===== config.mk =====
export PLATFORM = sky130hd
export DESIGN_NAME = vram_arbiter
export DESIGN_NICKNAME = d
export VERILOG_FILES = /design/src/rtl/vram_arbiter.sv
export SDC_FILE = /design/constraint.sdc
export NUM_CORES = 1
export LEC_CHECK = 0
export ABC_AREA = 1
export CORE_ASPECT_RATIO = 1.25
export CORE_UTILIZATION = 41
export CTS_CLUSTER_DIAMETER = 200
export DETAILED_ROUTE_END_ITERATION = 8
export PLACE_DENSITY = 0.82
export REMOVE_ABC_BUFFERS = 1
export SLEW_MARGIN = 10
export SYNTH_ARGS = -nofsm -noshare
export SYNTH_HDL_FRONTEND = slang
export SYNTH_SLANG_ARGS = --single-unit

===== constraint.sdc =====
create_clock -name clk -period 1.4 [get_ports clk]
set_input_delay 0.28 -clock clk [delete_from_list [all_inputs] [get_ports clk]]
set_output_delay 0.28 -clock clk [all_outputs]
set_load 0.02 [all_outputs]

===== src/rtl/vram_arbiter.sv =====
// vram_arbiter: single-owner scheduler for the six 8 KB VRAM planes.
// One shared plane-RAM port serves CPU accesses, VDP fetches and the fill engine.
module vram_arbiter #(
    parameter int AW = 13
) (
    input  logic          clk,
    input  logic          reset_n,
    input  logic          cpu_req,
    input  logic          cpu_we,
    input  logic [AW-1:0] cpu_addr,
    input  logic [7:0]    cpu_din,
    input  logic [5:0]    cpu_wr_mask,
    input  logic [7:0]    cpu_rd_sel,
    output logic          cpu_ack,
    output logic [7:0]    cpu_dout,
    output logic          cpu_wait_n,
    input  logic          vdp_req,
    input  logic [AW-1:0] vdp_addr,
    output logic          vdp_ack,
    output logic [47:0]   vdp_data,
    output logic          vdp_ovf,
    input  logic          fill_start,
    input  logic [5:0]    fill_mask,
    input  logic [7:0]    fill_data,
    output logic          fill_busy,
    output logic [AW-1:0] ram_addr,
    output logic [7:0]    ram_din,
    output logic [5:0]    ram_we,
    input  logic [47:0]   ram_q
);

    typedef enum logic [1:0] {S_IDLE, S_ACC, S_CAP} state_t;
    typedef enum logic [1:0] {O_NONE, O_VDP, O_CPU, O_FILL} owner_t;

    state_t        state, state_nx;
    owner_t        owner, grant;
    logic          vdp_pend;
    logic [AW-1:0] vdp_addr_q;
    logic [AW-1:0] vdp_addr_eff;
    logic          cpu_fl;
    logic          cpu_rd_q;
    logic          last_vdp;
    logic [AW-1:0] fill_addr;
    logic [5:0]    fill_mask_q;
    logic [7:0]    fill_data_q;
    logic          cpu_pend;
    logic          vdp_any;
    logic          slot;
    logic          vdp_win;
    logic          cpu_win;
    logic          fill_win;
    logic [7:0]    rd_byte;

    assign cpu_wait_n   = ~cpu_req | cpu_ack;
    // the ack cycle still sees cpu_req high, so it must not re-arm a grant
    assign cpu_pend     = cpu_req & ~cpu_fl & ~cpu_ack;
    assign vdp_any      = vdp_pend | vdp_req;
    assign vdp_addr_eff = vdp_req ? vdp_addr : vdp_addr_q;
    assign slot         = (state == S_IDLE) || (state == S_CAP);

    assign vdp_win  = slot & vdp_any & ~(cpu_pend & last_vdp);
    assign cpu_win  = slot & cpu_pend & ~vdp_win;
    assign fill_win = slot & fill_busy & ~vdp_any & ~cpu_pend;

    always_comb begin
        grant = O_NONE;
        unique case (1'b1)
            vdp_win:  grant = O_VDP;
            cpu_win:  grant = O_CPU;
            fill_win: grant = O_FILL;
            default:  grant = O_NONE;
        endcase
    end

    always_comb begin
        state_nx = state;
        unique case (state)
            S_IDLE:  if (grant != O_NONE) state_nx = S_ACC;
            S_ACC:   state_nx = S_CAP;
            S_CAP:   state_nx = (grant != O_NONE) ? S_ACC : S_IDLE;
            default: state_nx = S_IDLE;
        endcase
    end

    always_comb begin
        rd_byte = 8'h00;
        unique case (cpu_rd_sel)
            8'd1:    rd_byte = ram_q[7:0];
            8'd2:    rd_byte = ram_q[15:8];
            8'd3:    rd_byte = ram_q[23:16];
            8'd4:    rd_byte = ram_q[31:24];
            8'd5:    rd_byte = ram_q[39:32];
            8'd6:    rd_byte = ram_q[47:40];
            default: rd_byte = 8'h00;
        endcase
    end

    always_ff @(posedge clk) begin
        if (!reset_n) state <= S_IDLE;
        else          state <= state_nx;
    end

    always_ff @(posedge clk) begin
        if (!reset_n) begin
            owner       <= O_NONE;
            vdp_pend    <= 1'b0;
            vdp_addr_q  <= '0;
            vdp_ovf     <= 1'b0;
            vdp_ack     <= 1'b0;
            vdp_data    <= '0;
            cpu_fl      <= 1'b0;
            cpu_rd_q    <= 1'b0;
            cpu_ack     <= 1'b0;
            cpu_dout    <= '0;
            last_vdp    <= 1'b0;
            fill_busy   <= 1'b0;
            fill_addr   <= '0;
            fill_mask_q <= '0;
            fill_data_q <= '0;
            ram_addr    <= '0;
            ram_din     <= '0;
            ram_we      <= '0;
        end else begin
            cpu_ack <= 1'b0;
            vdp_ack <= 1'b0;
            ram_we  <= '0;

            if (grant == O_VDP) vdp_pend <= 1'b0;
            else if (vdp_req)   vdp_pend <= 1'b1;
            if (vdp_req) begin
                vdp_addr_q <= vdp_addr;
                if (vdp_pend) vdp_ovf <= 1'b1;
            end

            if (fill_start && !fill_busy) begin
                fill_busy   <= 1'b1;
                fill_addr   <= '0;
                fill_mask_q <= fill_mask;
                fill_data_q <= fill_data;
            end

            if (grant != O_NONE) begin
                owner    <= grant;
                last_vdp <= (grant == O_VDP);
            end

            unique case (grant)
                O_VDP: ram_addr <= vdp_addr_eff;
                O_CPU: begin
                    ram_addr <= cpu_addr;
                    ram_din  <= cpu_din;
                    ram_we   <= cpu_we ? cpu_wr_mask : 6'd0;
                    cpu_fl   <= 1'b1;
                    cpu_rd_q <= ~cpu_we;
                end
                O_FILL: begin
                    ram_addr <= fill_addr;
                    ram_din  <= fill_data_q;
                    ram_we   <= fill_mask_q;
                end
                default: ;
            endcase

            if (state == S_ACC && owner == O_FILL) begin
                fill_addr <= fill_addr + AW'(1);
                if (&fill_addr) fill_busy <= 1'b0;
            end

            if (state == S_CAP) begin
                unique case (owner)
                    O_VDP: begin
                        vdp_data <= ram_q;
                        vdp_ack  <= 1'b1;
                    end
                    O_CPU: begin
                        cpu_ack <= 1'b1;
                        cpu_fl  <= 1'b0;
                        if (cpu_rd_q) cpu_dout <= rd_byte;
                    end
                    default: ;
                endcase
            end
        end
    end

endmodule


==> results of run 1 <==
## layer usage
layer	track usage, %	share of wire (%)
met5	0	0
met4	14.4	4.9
met1	27.6	36
met2	46.3	52
met3	7.17	7.8
## cell type report
| class | count | area (um2) | area share (%) |
|---|---|---|---|
| clock inverter | 12 | 149 | 1.57 |
| multi-input combinational | 601 | 3030 | 32.0 |
| sequential | 135 | 2720 | 28.7 |
| inverter | 61 | 241 | 2.55 |
| timing repair buffer | 276 | 2650 | 28.0 |
| tap | 175 | 219 | 2.31 |
| clock buffer | 20 | 467 | 4.92 |
## repair_timing
action                     CTS  global route
hold buffers                 0             0
setup endpoints to repair  130           144
pin swaps                    7            25
buffers inserted             4             7
cloned                       1             2
gates resized for setup    161           146
## cell families (layout without fill, tap and decap cells)
family | after synthesis | count (layout) | synth area share [%]
buf+inv | 103 | 369 | 7.51
mux | 6 | 6 | 1.03
flops | 135 | 135 | 46.5
compound gates | 148 | 148 | 13.0
simple gates | 445 | 446 | 31.8
fa+ha+maj | 1 | 1 | 0.215
## flip-flops by register name, summed over array words and instances, names as in the netlist
name / cells
fill_busy: 1
ram_we: 6
ram_addr: 13
cpu_dout: 8
vdp_ovf: 1
fill_addr: 13
vdp_data: 48
fill_data_q: 8
cpu_ack: 1
cpu_fl: 1
last_vdp: 1
ram_din: 8
fill_mask_q: 6
vdp_addr_q: 13
owner: 2
vdp_pend: 1
vdp_ack: 1
state: 2
cpu_rd_q: 1
## cells in the final DEF, fill, tap and decap left out, types with 5 or more instances in the layout
cell type	netlist	final
clkbuf_2	0	17
nor2_4	2	9
nand3_1	71	64
nand2_4	1	7
inv_2	9	11
o21ai_1	4	11
buf_4	2	53
clkdlybuf4s50_1	0	112
dfxtp_2	0	7
dlygate4sd2_1	0	21
o21ai_0	96	89
buf_6	3	7
inv_1	51	44
nor2_1	190	176
nand3b_1	6	6
clkdlybuf4s15_2	0	5
clkdlybuf4s15_1	0	45
buf_12	0	10
a21oi_1	40	37
nand2_1	158	135
clkbuf_16	0	18
nor2_2	2	9
dfxtp_1	135	125
nand3_2	1	5
mux2i_1	6	6
nand2_2	1	15
inv_4	0	5
nor3_1	10	5
## worst paths after layout
check                                     from             end  slack [ns]  depth (start not counted)
worst min register to register  fill_data_q[5]  fill_data_q[5]        0.45                          2
worst min-delay path                   reset_n      ram_din[7]        0.24                          3
worst max register to register    fill_addr[1]   fill_addr[10]       -0.14                          8
worst max-delay path              fill_addr[1]   fill_addr[10]       -0.14                          8
## critical path, cell delays in order (launching register included)
cell,delay [ns]
dfxtp_4,0.37
ha_4,0.15
nand2_4,0.06
nor2_4,0.15
nand3_4,0.12
nor2_4,0.17
inv_1,0.10
o21ai_0,0.21
a21oi_1,0.08
## power by group
group          switching (mW)  internal, mW  leakage (nW)
Clock                    1.73          2.93         0.294
Sequential              0.166          4.11          1.11
Combinational            1.27          1.03          2.87
## Yosys cell counts
cell	count
ha_1	1
nor2_4	2
nor2_2	2
inv_1	51
nor4_1	1
nand2_2	1
buf_4	2
nand2_4	1
o21ai_0	96
buf_6	3
mux2i_1	6
clkbuf_1	21
inv_2	9
o21ai_1	4
nand3_1	71
nand3b_1	6
a21oi_1	40
a31oi_1	3
o21ai_2	1
nand3_2	1
nor3_2	1
clkinv_1	1
buf_2	16
a21boi_0	1
nor3_1	10
o21a_1	1
nor2_1	190
a211oi_1	2
dfxtp_1	135
nand4_2	1
nand2_1	158
## through the flow
step	cells	setup WS [ns]	area, um2	total power [mW]
6_report	1280	-0.135	9480	11.2
5_1_grt	1280	-0.159	9480	11.6
4_1_cts	1272	0.000352	9150	10.9
3_3_place_gp	1235	-0.444	8430	6.31
3_5_place_dp	1235	-0.471	8430	6.35
2_1_floorplan	796	-1.36	5610	5.14
==> results.txt, run 1 <==
* Fillers: 1043
- Maximum number of pins on one net before global-route repair: 43
- Input and output buffers added on the ports amount to 203.
- The cell area that synthesis handed to floorplanning was 0.00582 mm2.
* Final standard cell utilization of the core: 68.7%
- Number of buffers created by CTS: 17
- Clk pin slew, worst setup/hold paths: 0.06 ns
* Share of post-route cells with drive strength above 1: 19.8%
* Power density relative to cell area: 1190 mW/mm2
- Violated checks: setup timing
* Worst-skew pair later-pin latency: 0.43 ns
- The total overflow left after global routing is 0.
* Highest clock rate: 651 MHz
- Setup violations remaining at the end of the flow were counted as 22.
* First-pass iteration count of the detailed router: 5
- The tool flagged a number of max-cap violations equal to 0.
- Clock tree synthesis selected as its root buffer the cell clkbuf_16.
- The cell count after synthesis came out at 838.
- Diode count: 0
- Global routing used 26.1% of the available tracks.
* Initial antenna violation count: 0
- The clock tree synthesis step divided the H-tree into 4 levels.
- GPL Wtd Cong: 0.838
* Fin crit share: 110%
- Final Slew Violations: 0
- Proportion of synthesized chip area in sequential cells: 46.5%
- Status: finished with violations
- Core outline area: 0.0138 mm2
* DR DRC count: 0
* Total number of clock tree sinks: 135
- Summed over all cells, the static leakage comes to 4.27 nW.
- Hold is met by 0.237 ns.
- Kind of start point of the critical path: flip-flop
- Drt total wl: 20.8 mm
- Worst-path fanout max: 4
- The detail route stage leaves a number of antenna-violating nets equal to 0.
- Number of global-route vias before repair: 6246
* Number of synthesized register bits: 135
* # nets final: 1209
- Setup ws final: -0.135 ns
- Counting distinct cell types in the post-synthesis netlist gives 31.
- For this run, the number of Yosys warnings is 0.
- From bottom edge to top edge, the die measures 135 um.
- Required time at the worst-slack endpoint: 1.71 ns
- Standard-cell row count: 48
- Setup total negative slack: -1.05 ns
- Relative area change from synthesis to final layout: 63.0%
- IR analysis of the VDD net gives a maximum drop of 0.797 mV.
- Once detailed placement completed, the half-perimeter wirelength came to 12.9 mm.
- Subtracting the final worst setup slack from the clock period gives 1.54 ns.
* Number of DRC violations after detailed-routing iteration 0: 328
- Post-Synthesis Mean Instance Area: 6.94 um2
- Via-to-Cell Ratio: 5.23
- Summing over every cut layer, the via total after detailed routing is 6693.
- Measured against its own limit, the worst slew margin works out to 75.5%.
- The count of final hold-check violations came to 0.
* Area contributors post-synth: dfxtp_1 46%, nor2_1 12%, nand2_1 10%
- Post-synth top area cell: dfxtp_1
- Unrepaired setup endpoints after global routing: true
- Worst setup path class: flip-flop to flip-flop
- TritonCTS built the clock tree.
- Category of the worst setup path capture point: flip-flop
- The first global-routing pass estimated 29.8 mm of wire.
- Die footprint: 0.0147 mm2
- Critical path arrival: 1.84 ns
- 204 I/O pins were placed.
- Measured along the x axis, the die boundary spans 109 um.
* Max Root-Sink Buffers: 2
- Class of the tightest hold or removal check: primary input to flip-flop
* Slew at the pin closest to its max-slew limit: 0.364 ns
- Worst clock skew: 0.0122 ns
* Wire length per cell: 16.2 um
- Share of Yosys cell area claimed by the top area cell type: 46.5%
- Once the floorplan was initialized, standard cells occupied 42.1% of the core.
No activity file was read; power rests on OpenSTA's default activity.
==> inputs of run 2 (changes only) <==
--- a/config.mk
+++ b/config.mk
@@ -10,9 +10,10 @@
 export CORE_UTILIZATION = 41
 export CTS_CLUSTER_DIAMETER = 200
 export DETAILED_ROUTE_END_ITERATION = 8
+export GPL_TIMING_DRIVEN = 0
 export PLACE_DENSITY = 0.82
 export REMOVE_ABC_BUFFERS = 1
-export SLEW_MARGIN = 10
+export SLEW_MARGIN = 20
 export SYNTH_ARGS = -nofsm -noshare
 export SYNTH_HDL_FRONTEND = slang
 export SYNTH_SLANG_ARGS = --single-unit
==> results.txt, run 2 (synthesized netlist as in run 1, its figures left out) <==
* Status: finished with violations (unchanged)
- Violated checks: setup timing (unchanged).
* Static Leakage: 4.28 nW (was 4.27 nW)
* Instance count along the most critical hold path: 3 (unchanged)
- The number of cells on the worst reg-to-reg path is 9 (was 8).
* Worst-case headroom to the max-slew limit: 67.1% (was 75.5%)
- Cell Int Power: 8.07 mW (about the same)
* Aggregate global routing overflow: 0 (unchanged)
- Min Clock Period, post-route: 1.66 ns (was 1.54 ns)
- Critical path arrival: 1.98 ns (was 1.84 ns)
- The count of final hold-check violations is 0 (unchanged).
- The nature of the critical path endpoint is a flip-flop (unchanged).
* Die Span X: 109 um (unchanged)
* Number of global-route vias before repair: 6449 (was 6246)
* Placed inst area: 0.00792 mm2 (was 0.00843 mm2)
- CTS Hold Bufs: 0 (unchanged)
- Worst clock skew: 0.00905 ns (was 0.0122 ns)
- The DRC marker count from the first detailed-route iteration is 443 (was 328).
- Worst R2R End: ram_din[2] (was fill_addr[10])
- The source of the worst register-to-register timing path was vdp_pend (was fill_addr[1]).
* Final setup violation count: 41 (was 22)
- The max-slew violation total from the final report was 0 (unchanged).
- Relative area change from synthesis to final layout: 66.6% (was 63.0%)
- Largest register by flop count: vdp_data (unchanged)
- Unrepaired setup endpoints after global routing: true (unchanged)
* Starting Density: 42.1% (unchanged)
- CTS tree: built (unchanged)
- Via-to-Cell Ratio: 5.38 (was 5.23)
- The antenna diode instance count came to 0 (unchanged).
- Share of post-route cells with drive strength above 1: 24.4% (was 19.8%)
- Worst Hold Launch: reset_n (unchanged)
* Drt total wl: 22.8 mm (was 20.8 mm)
- Core outline area: 0.0138 mm2 (unchanged)
- Fin crit share: 118% (was 110%)
- The setup TNS came to -5.09 ns (was -1.05 ns).
- The category of the critical setup timing path is flip-flop to flip-flop (unchanged).
- Number of placed instances with taps included: 1177 (was 1235)
- First-pass iteration count of the detailed router: 5 (unchanged)
- Number of buffers created by CTS: 17 (unchanged)
- The vertical die dimension was 135 um (unchanged).
- The total half-perimeter wirelength after legalization and detailed placement was 12.0 mm (was 12.9 mm).
- The number of sinks handled by clock tree synthesis came to 135 (unchanged).
- The overall fraction of global-route tracks in use was 27.7% (was 26.1%).
- Max Root-Sink Buffers: 2 (unchanged)
* Wire length per cell: 17.9 um (was 16.2 um)
* Power density relative to cell area: 1180 mW/mm2 (was 1190 mW/mm2)
- The count of pins on the block boundary came to 204 (unchanged).
- Worst-path fanout max: 6 (was 4)
* Highest clock rate: 604 MHz (was 651 MHz)
- The worst slack after detailed placement is -2.30 ns (was -0.471 ns).
* Count of antenna-violating nets left after detailed routing: 0 (unchanged)
- Number of buffers added on ports: 203 (unchanged)
- Sw Pwr: 3.39 mW (was 3.17 mW)
- Largest vdd supply drop: 1.03 mV (was 0.797 mV)
* GPL Wtd Cong: 0.875 (was 0.838)
- Kind of start point of the critical path: flip-flop (unchanged)
- Commonest cells after routing, fill and taps aside: 175 x nor2_1, 131 x nand2_1, 121 x dfxtp_1 (was 176 x nor2_1, 135 x nand2_1, 125 x dfxtp_1).
- The final standard cell area without fillers was 0.00969 mm2 (was 0.00948 mm2).
- The required time at the worst-slack endpoint is 1.73 ns (was 1.71 ns).
* Class of the tightest hold or removal check: primary input to flip-flop (unchanged)
- The number of remaining DRC errors was 0 (unchanged).
- Fraction of power spent switching nets: 29.6% (was 28.2%)
- Worst-skew pair later-pin latency: 0.44 ns (was 0.43 ns)
- The end point of the most critical hold path is ram_din[4] (was ram_din[7]).
* Die footprint: 0.0147 mm2 (unchanged)
- Fillers: 1002 (was 1043)
- The flip-flop count of the largest register after layout came to 48 (unchanged).
- Area taken by flip-flops and latches: 0.00274 mm2 (was 0.00272 mm2)
- The global-route wire length before repair was 31.1 mm (was 29.8 mm).
* Maximum number of pins on one net before global-route repair: 59 (was 43)
* Clk pin slew, worst setup/hold paths: 0.07 ns (was 0.06 ns)
- Portion of total power attributed to the clock network: 41.0% (was 41.5%)
* Reg-to-reg slack, setup: -0.26 ns (was -0.14 ns)
- The site row count is 48 (unchanged).
* Area taken by multi-input logic gates: 0.00324 mm2 (was 0.00303 mm2)
* Buffer cell driving the clock tree root: clkbuf_16 (unchanged)
- Power share of the sequential group: 37.5% (was 38.1%)
* Max-cap violations: 0 (unchanged)
- Proportion of power drawn by combinational gates: 21.5% (was 20.4%)
- The number of antenna violations at the first check in global routing is 0 (unchanged).
- The layout net count is 1203 (was 1209).
- Setup ws final: -0.257 ns (was -0.135 ns)
* Slew at the pin closest to its max-slew limit: 0.494 ns (was 0.364 ns)
- The most common cell after layout, fill and taps aside was nor2_1 (unchanged).
- The CTS H-tree depth was 4 (unchanged).
* Vias: 6854 (was 6693)
* Count of placed standard cells in the final layout, fillers left out: 1274 (was 1280)
## run 2: final cells by class
cell class / count / share of cell area [%]
Tap cell: 175 / 2.26
Timing Repair Buffer: 266 / 26.7
Sequential cell: 135 / 28.2
Multi-Input combinational cell: 602 / 33.4
Clock buffer: 20 / 4.71
Inverter: 61 / 2.92
Clock inverter: 12 / 1.55
Timing Repair inverter: 3 / 0.232
## run 2: metal layers
| metal | wire [um] | track usage [%] | vias up |
|---|---|---|---|
| met3 | 1680 | 7.31 | 91 |
| met4 | 994 | 16.1 | 0 |
| met2 | 12000 | 50.6 | 372 |
| met1 | 8120 | 27.9 | 3184 |
| li1 | - | - | 3207 |
| met5 | 0 | 0 | - |
## run 2: through the flow
step / hold WS, ns / power, mW / utilization (%)
2_1_floorplan: 0.398 / 5.14 / -
3_3_place_gp: 0.434 / 6.05 / 56.9
3_5_place_dp: 0.440 / 6.09 / 57.3
4_1_cts: 0.273 / 11.0 / 66.1
5_1_grt: 0.306 / 11.8 / 70.2
6_report: 0.295 / 11.5 / 70.2
## run 2: power by group through the flow
stage                     Sequential [mW]  Combinational (mW)  Clock [mW]
after detailed placement             4.33                1.77           0
final                                4.30                2.46        4.69
after CTS                            4.27                2.07        4.64
after floorplan                      4.53               0.609           0
after global routing                 4.32                2.60        4.84
after global placement               4.32                1.74           0
## run 2: worst max path at each step
stage                     startpoint      endpoint
final                       vdp_pend    ram_din[2]
after CTS                   vdp_pend    ram_din[3]
after floorplan             state[0]  vdp_data[10]
after detailed placement     vdp_req   ram_addr[0]
after global routing         vdp_req    ram_din[2]
after global placement       reset_n  ram_addr[10]
## run 2: repair_timing
action | CTS | global route
pin swaps | 23 | 45
hold endpoints to repair | 0 | 0
endpoints found under the setup margin | 208 | 151
resized for setup | 206 | 225
buffers inserted | 30 | 27
cloned | 7 | 2
## run 2: critical path: stages (launching register included)
cell	delay (ns)
dfxtp_2	0.36
nor2_4	0.06
nor2_4	0.16
o21ai_4	0.10
buf_12	0.15
nand2_8	0.11
clkinvlp_4	0.18
buf_6	0.19
o21ai_2	0.15
nor2_1	0.08
==> inputs of run 3 (changes only) <==
--- a/config.mk
+++ b/config.mk
@@ -5,13 +5,12 @@
 export SDC_FILE = /design/constraint.sdc
 export NUM_CORES = 1
 export LEC_CHECK = 0
-export ABC_AREA = 1
 export CORE_ASPECT_RATIO = 1.25
-export CORE_UTILIZATION = 41
+export CORE_UTILIZATION = 45
 export CTS_CLUSTER_DIAMETER = 200
 export DETAILED_ROUTE_END_ITERATION = 8
 export GPL_TIMING_DRIVEN = 0
-export PLACE_DENSITY = 0.82
+export PLACE_DENSITY = 0.85
 export REMOVE_ABC_BUFFERS = 1
 export SLEW_MARGIN = 20
 export SYNTH_ARGS = -nofsm -noshare
==> constraint.sdc (replaced) <==
create_clock -name clk -period 1.9 [get_ports clk]
set_input_delay 0.38 -clock clk [delete_from_list [all_inputs] [get_ports clk]]
set_output_delay 0.38 -clock clk [all_outputs]
set_load 0.02 [all_outputs]
==> results.txt, run 3 <==
- GPL Wtd Cong: 0.826 (was 0.875)
* Maximum number of pins on one net before global-route repair: 58 (was 59)
- The per-cell via count in the routed design is 5.49 (was 5.38).
- First-pass iteration count of the detailed router: 5 (unchanged)
- The share of async-settable or async-resettable flops after synthesis came to 0% (unchanged).
- The number of remaining DRC errors is 0 (unchanged).
* Number of DRC violations after detailed-routing iteration 0: 182 (was 443)
- Initial antenna violation count: 0 (unchanged)
* Worst-path fanout max: 16 (was 6)
- The required time at the worst-slack endpoint was 2.22 ns (was 1.73 ns).
* Standard-cell row count: 45 (was 48)
- Synth warn: 0 (unchanged)
* Wire length per cell: 16.4 um (was 17.9 um)
- Core outline area: 0.0123 mm2 (was 0.0138 mm2)
* Min Clock Period, post-route: 1.83 ns
- Final Slew Violations: 0 (unchanged)
- The number of buffers inserted by port buffering came to 203 (unchanged).
- The number of global-route vias before repair is 5555 (was 6449).
- Commonest cells after routing, fill and taps aside: 196 x clkdlybuf4s50_1, 135 x nand2_1, 133 x dfxtp_1 (was 175 x nor2_1, 131 x nand2_1, 121 x dfxtp_1).
- Highest clock rate: 546 MHz
- Worst-case headroom to the max-slew limit: 54.0% (was 67.1%)
- The power per standard cell area came to 876 mW/mm2 (was 1180 mW/mm2).
- The clock transition time at the flip-flop clock pins of the worst setup and hold paths is 0.05 ns (was 0.07 ns).
* Highest cell delay on the worst timing path: 0.51 ns (was 0.36 ns)
- Largest vdd supply drop: 0.556 mV (was 1.03 mV)
- Area contributors post-synth: dfxtp_1 47%, nand2_1 8.8%, a21oi_1 7.3% (was dfxtp_1 46%, nor2_1 12%, nand2_1 10%)
* Global Route Usage Sum: 26.1% (was 27.7%)
- Relative area change from synthesis to final layout: 48.1% (was 66.6%)
- CTS tree: built (unchanged)
* HPWL after DPL: 11.6 mm (was 12.0 mm)
- The fraction of the yosys area taken by sequential cells came to 46.8% (was 46.5%).
- The most flop-heavy register is vdp_data (unchanged).
* Placed inst area: 0.00785 mm2 (was 0.00792 mm2)
- Number of ports placed on the die boundary: 204 (unchanged)
- Fillers: 974 (was 1002)
- CP max stage cell: clkdlybuf4s50_1 (was dfxtp_2)
* Level count of the clock H-tree: 4 (unchanged)
* Status: finished, final reports clean (was finished with violations)
* Top cell types by occurrence after synthesis: 135 x dfxtp_1, 135 x nand2_1, 84 x a21oi_1, 47 x nor2_1, 36 x o21ai_0 (was 190 x nor2_1, 158 x nand2_1, 135 x dfxtp_1, 96 x o21ai_0, 71 x nand3_1)
- Share of post-route cells with drive strength above 1: 9.00% (was 24.4%)
* Worst-skew pair later-pin latency: 0.41 ns (was 0.44 ns)
- The post-synthesis instance area was 0.00578 mm2 (was 0.00582 mm2).
- The share of the core filled with cells was 69.4% (was 70.2%).
- The count of final hold-check violations came to 0 (unchanged).
- The synthesized flop and latch total was 135 (unchanged).
- The number of sinks handled by clock tree synthesis was 135 (unchanged).
* Static Leakage: 3.07 nW (was 4.28 nW)
- Fin crit share: 96.4%
- The most area-hungry cell type in the Yosys netlist is dfxtp_1 (unchanged).
* Number of flip-flops under the largest register name: 48 (unchanged)
- Most common cell after layout, fill and taps aside: clkdlybuf4s50_1 (was nor2_1)
- The vias after detailed routing is 5661 (was 6854).
- The number of unique standard cell types used by synthesis was 57 (was 31).
- Buffer cell driving the clock tree root: clkbuf_16 (unchanged)
- Cells traversed along the worst timing path: clkdlybuf4s50_1 -> or3b_4 -> and3_4 -> mux2i_1 -> a311oi_1 (was nor2_4 -> nor2_4 -> o21ai_4 -> buf_12 -> nand2_8 -> clkinvlp_4 -> buf_6 -> o21ai_2 -> nor2_1).
- The nature of the critical path endpoint is a flip-flop (unchanged).
* Die Span X: 103 um (was 109 um)
* Max-cap violations: 0 (unchanged)
- Post-placement setup slack: -1.19 ns (was -2.30 ns)
* Worst clock skew: 0.0109 ns (was 0.00905 ns)
- The global-route wire length before repair is 26.8 mm (was 31.1 mm).
* Reg-to-reg slack, setup: 0.14 ns (was -0.26 ns)
* Drt total wl: 16.9 mm (was 22.8 mm)
* Share of Yosys cell area claimed by the top area cell type: 46.8% (was 46.5%)
- Number of buffers created by CTS: 17 (unchanged)
* Number of placed instances with taps included: 993 (was 1177)
* Class of the tightest hold or removal check: flip-flop to flip-flop (was primary input to flip-flop)
- The global route total overflow came to 0 (unchanged).
* Worst setup path class: primary input to flip-flop (was flip-flop to flip-flop)
- Count of buffering cells on the critical path with inverters included: 1 (was 3)
- The number of enable-type register cells in the synthesized netlist came to 0 (unchanged).
- Count of antenna-violating nets left after detailed routing: 0 (unchanged)
- The actual transition at the worst max-transition pin came to 0.689 ns (was 0.494 ns).
- Top FF cell, synth: dfxtp_1 (unchanged)
- Count of placed standard cells in the final layout, fillers left out: 1031 (was 1274)
* Number of standard cells after synthesis: 674 (was 838)
- The starting density of the core is 46.8% (was 42.1%).
- The total of endpoints with negative setup slack in the final report is 0 (was 41).
- The final standard cell area without fillers came to 0.00855 mm2 (was 0.00969 mm2).
- Post-Synthesis Mean Instance Area: 8.57 um2 (was 6.94 um2)
* Die footprint: 0.0133 mm2 (was 0.0147 mm2)
* Diode count: 0 (unchanged)
- The overall power of the completed layout is 7.49 mW (was 11.5 mW).
- The vertical die dimension is 129 um (was 135 um).
- The critical path's top delay family is simple AND/OR/NAND/NOR gates (was buffers and inverters).
- Kind of start point of the critical path: primary input (was flip-flop)
- Critical path arrival: 2.15 ns (was 1.98 ns)
- Max Root-Sink Buffers: 2 (unchanged)
- # nets final: 974 (was 1203)
- The setup slack of the critical path after layout was 0.0686 ns (was -0.257 ns).
- The total of hold buffers inserted after clock tree synthesis came to 0 (unchanged).
-- run 3: cell count changes in the layout (fill, tap and decap cells not counted), sizes merged, moves of 20 or more --
cell           change
dlygate4sd2       -20
nand2             -25
nor2             -148
o21ai             -66
clkbuf            -29
buf               -50
mux2i             +21
clkdlybuf4s50     +84
inv               -54
a21oi             +44
nand3             -60
clkdlybuf4s15     -37
-- run 3: stage by stage --
| step | setup TNS (ns) | hold slack, ns |
|---|---|---|
| floorplan | -55.50 | 0.436 |
| global placement | -275.21 | 0.439 |
| detailed placement | -77.46 | 0.447 |
| CTS | 0 | 0.454 |
| global route | -0.00124 | 0.471 |
| finish | 0 | 0.450 |
-- run 3: power breakdown --
group          internal, mW  switching, mW  total (mW)
combinational         0.567          0.547        1.11
clock                  2.14           1.19        3.33
sequential             2.96         0.0889        3.05
total                  5.66           1.83        7.49
-- run 3: worst register-to-register path: stages (launching register included) --
cell and delay (ns):
dfxtp_4 0.49, and4b_2 0.41, nand3_1 0.24, nor3_1 0.34, mux2i_1 0.22
-- run 3: what timing repair did --
action,4_1_cts,5_1_grt
pin swaps,1,0
cloned,1,0
setup endpoints to repair,130,72
gates resized for setup,19,13
buffers inserted,5,3
-- run 3: cells by family (layout without fill, tap and decap cells) --
family,Yosys count,in the layout,share of synthesized area [%]
XOR/XNOR,1,1,0.152
buffers and inverters,58,251,4.74
flip-flops,135,135,46.8
adder cells (fa/ha/maj),1,1,0.217
AO/OA/AOI/OAI,189,189,21.1
multiplexers,38,38,6.82
AND/OR/NAND/NOR,252,252,20.2
-- run 3: cell type report --
class / instances / area (um2) / share of cell area (%)
clock inverter: 9 / 126 / 1.48
timing repair buffer: 216 / 2180 / 25.4
tap: 164 / 205 / 2.40
multi-input combinational: 481 / 2840 / 33.2
inverter: 5 / 25.0 / 0.293
clock buffer: 20 / 467 / 5.46
timing repair inverter: 1 / 5.00 / 0.0585
sequential: 135 / 2710 / 31.7
-- run 3: path summary, 6_finish.rpt --
path / depth (start not counted) / startpoint / endpoint
worst max register to register: 4 / state[0] / fill_addr[12]
worst min register to register: 2 / vdp_data[6] / vdp_data[6]
worst min-delay path: 2 / vdp_data[6] / vdp_data[6]
worst max-delay path: 5 / cpu_req / ram_din[3]
-- run 3: per-layer routing --
metal | GRT usage (%) | share of wire [%]
met5 | 0 | 0
met4 | 9.53 | 2.0
met3 | 8.91 | 8.0
met2 | 46.4 | 51
met1 | 28.2 | 39
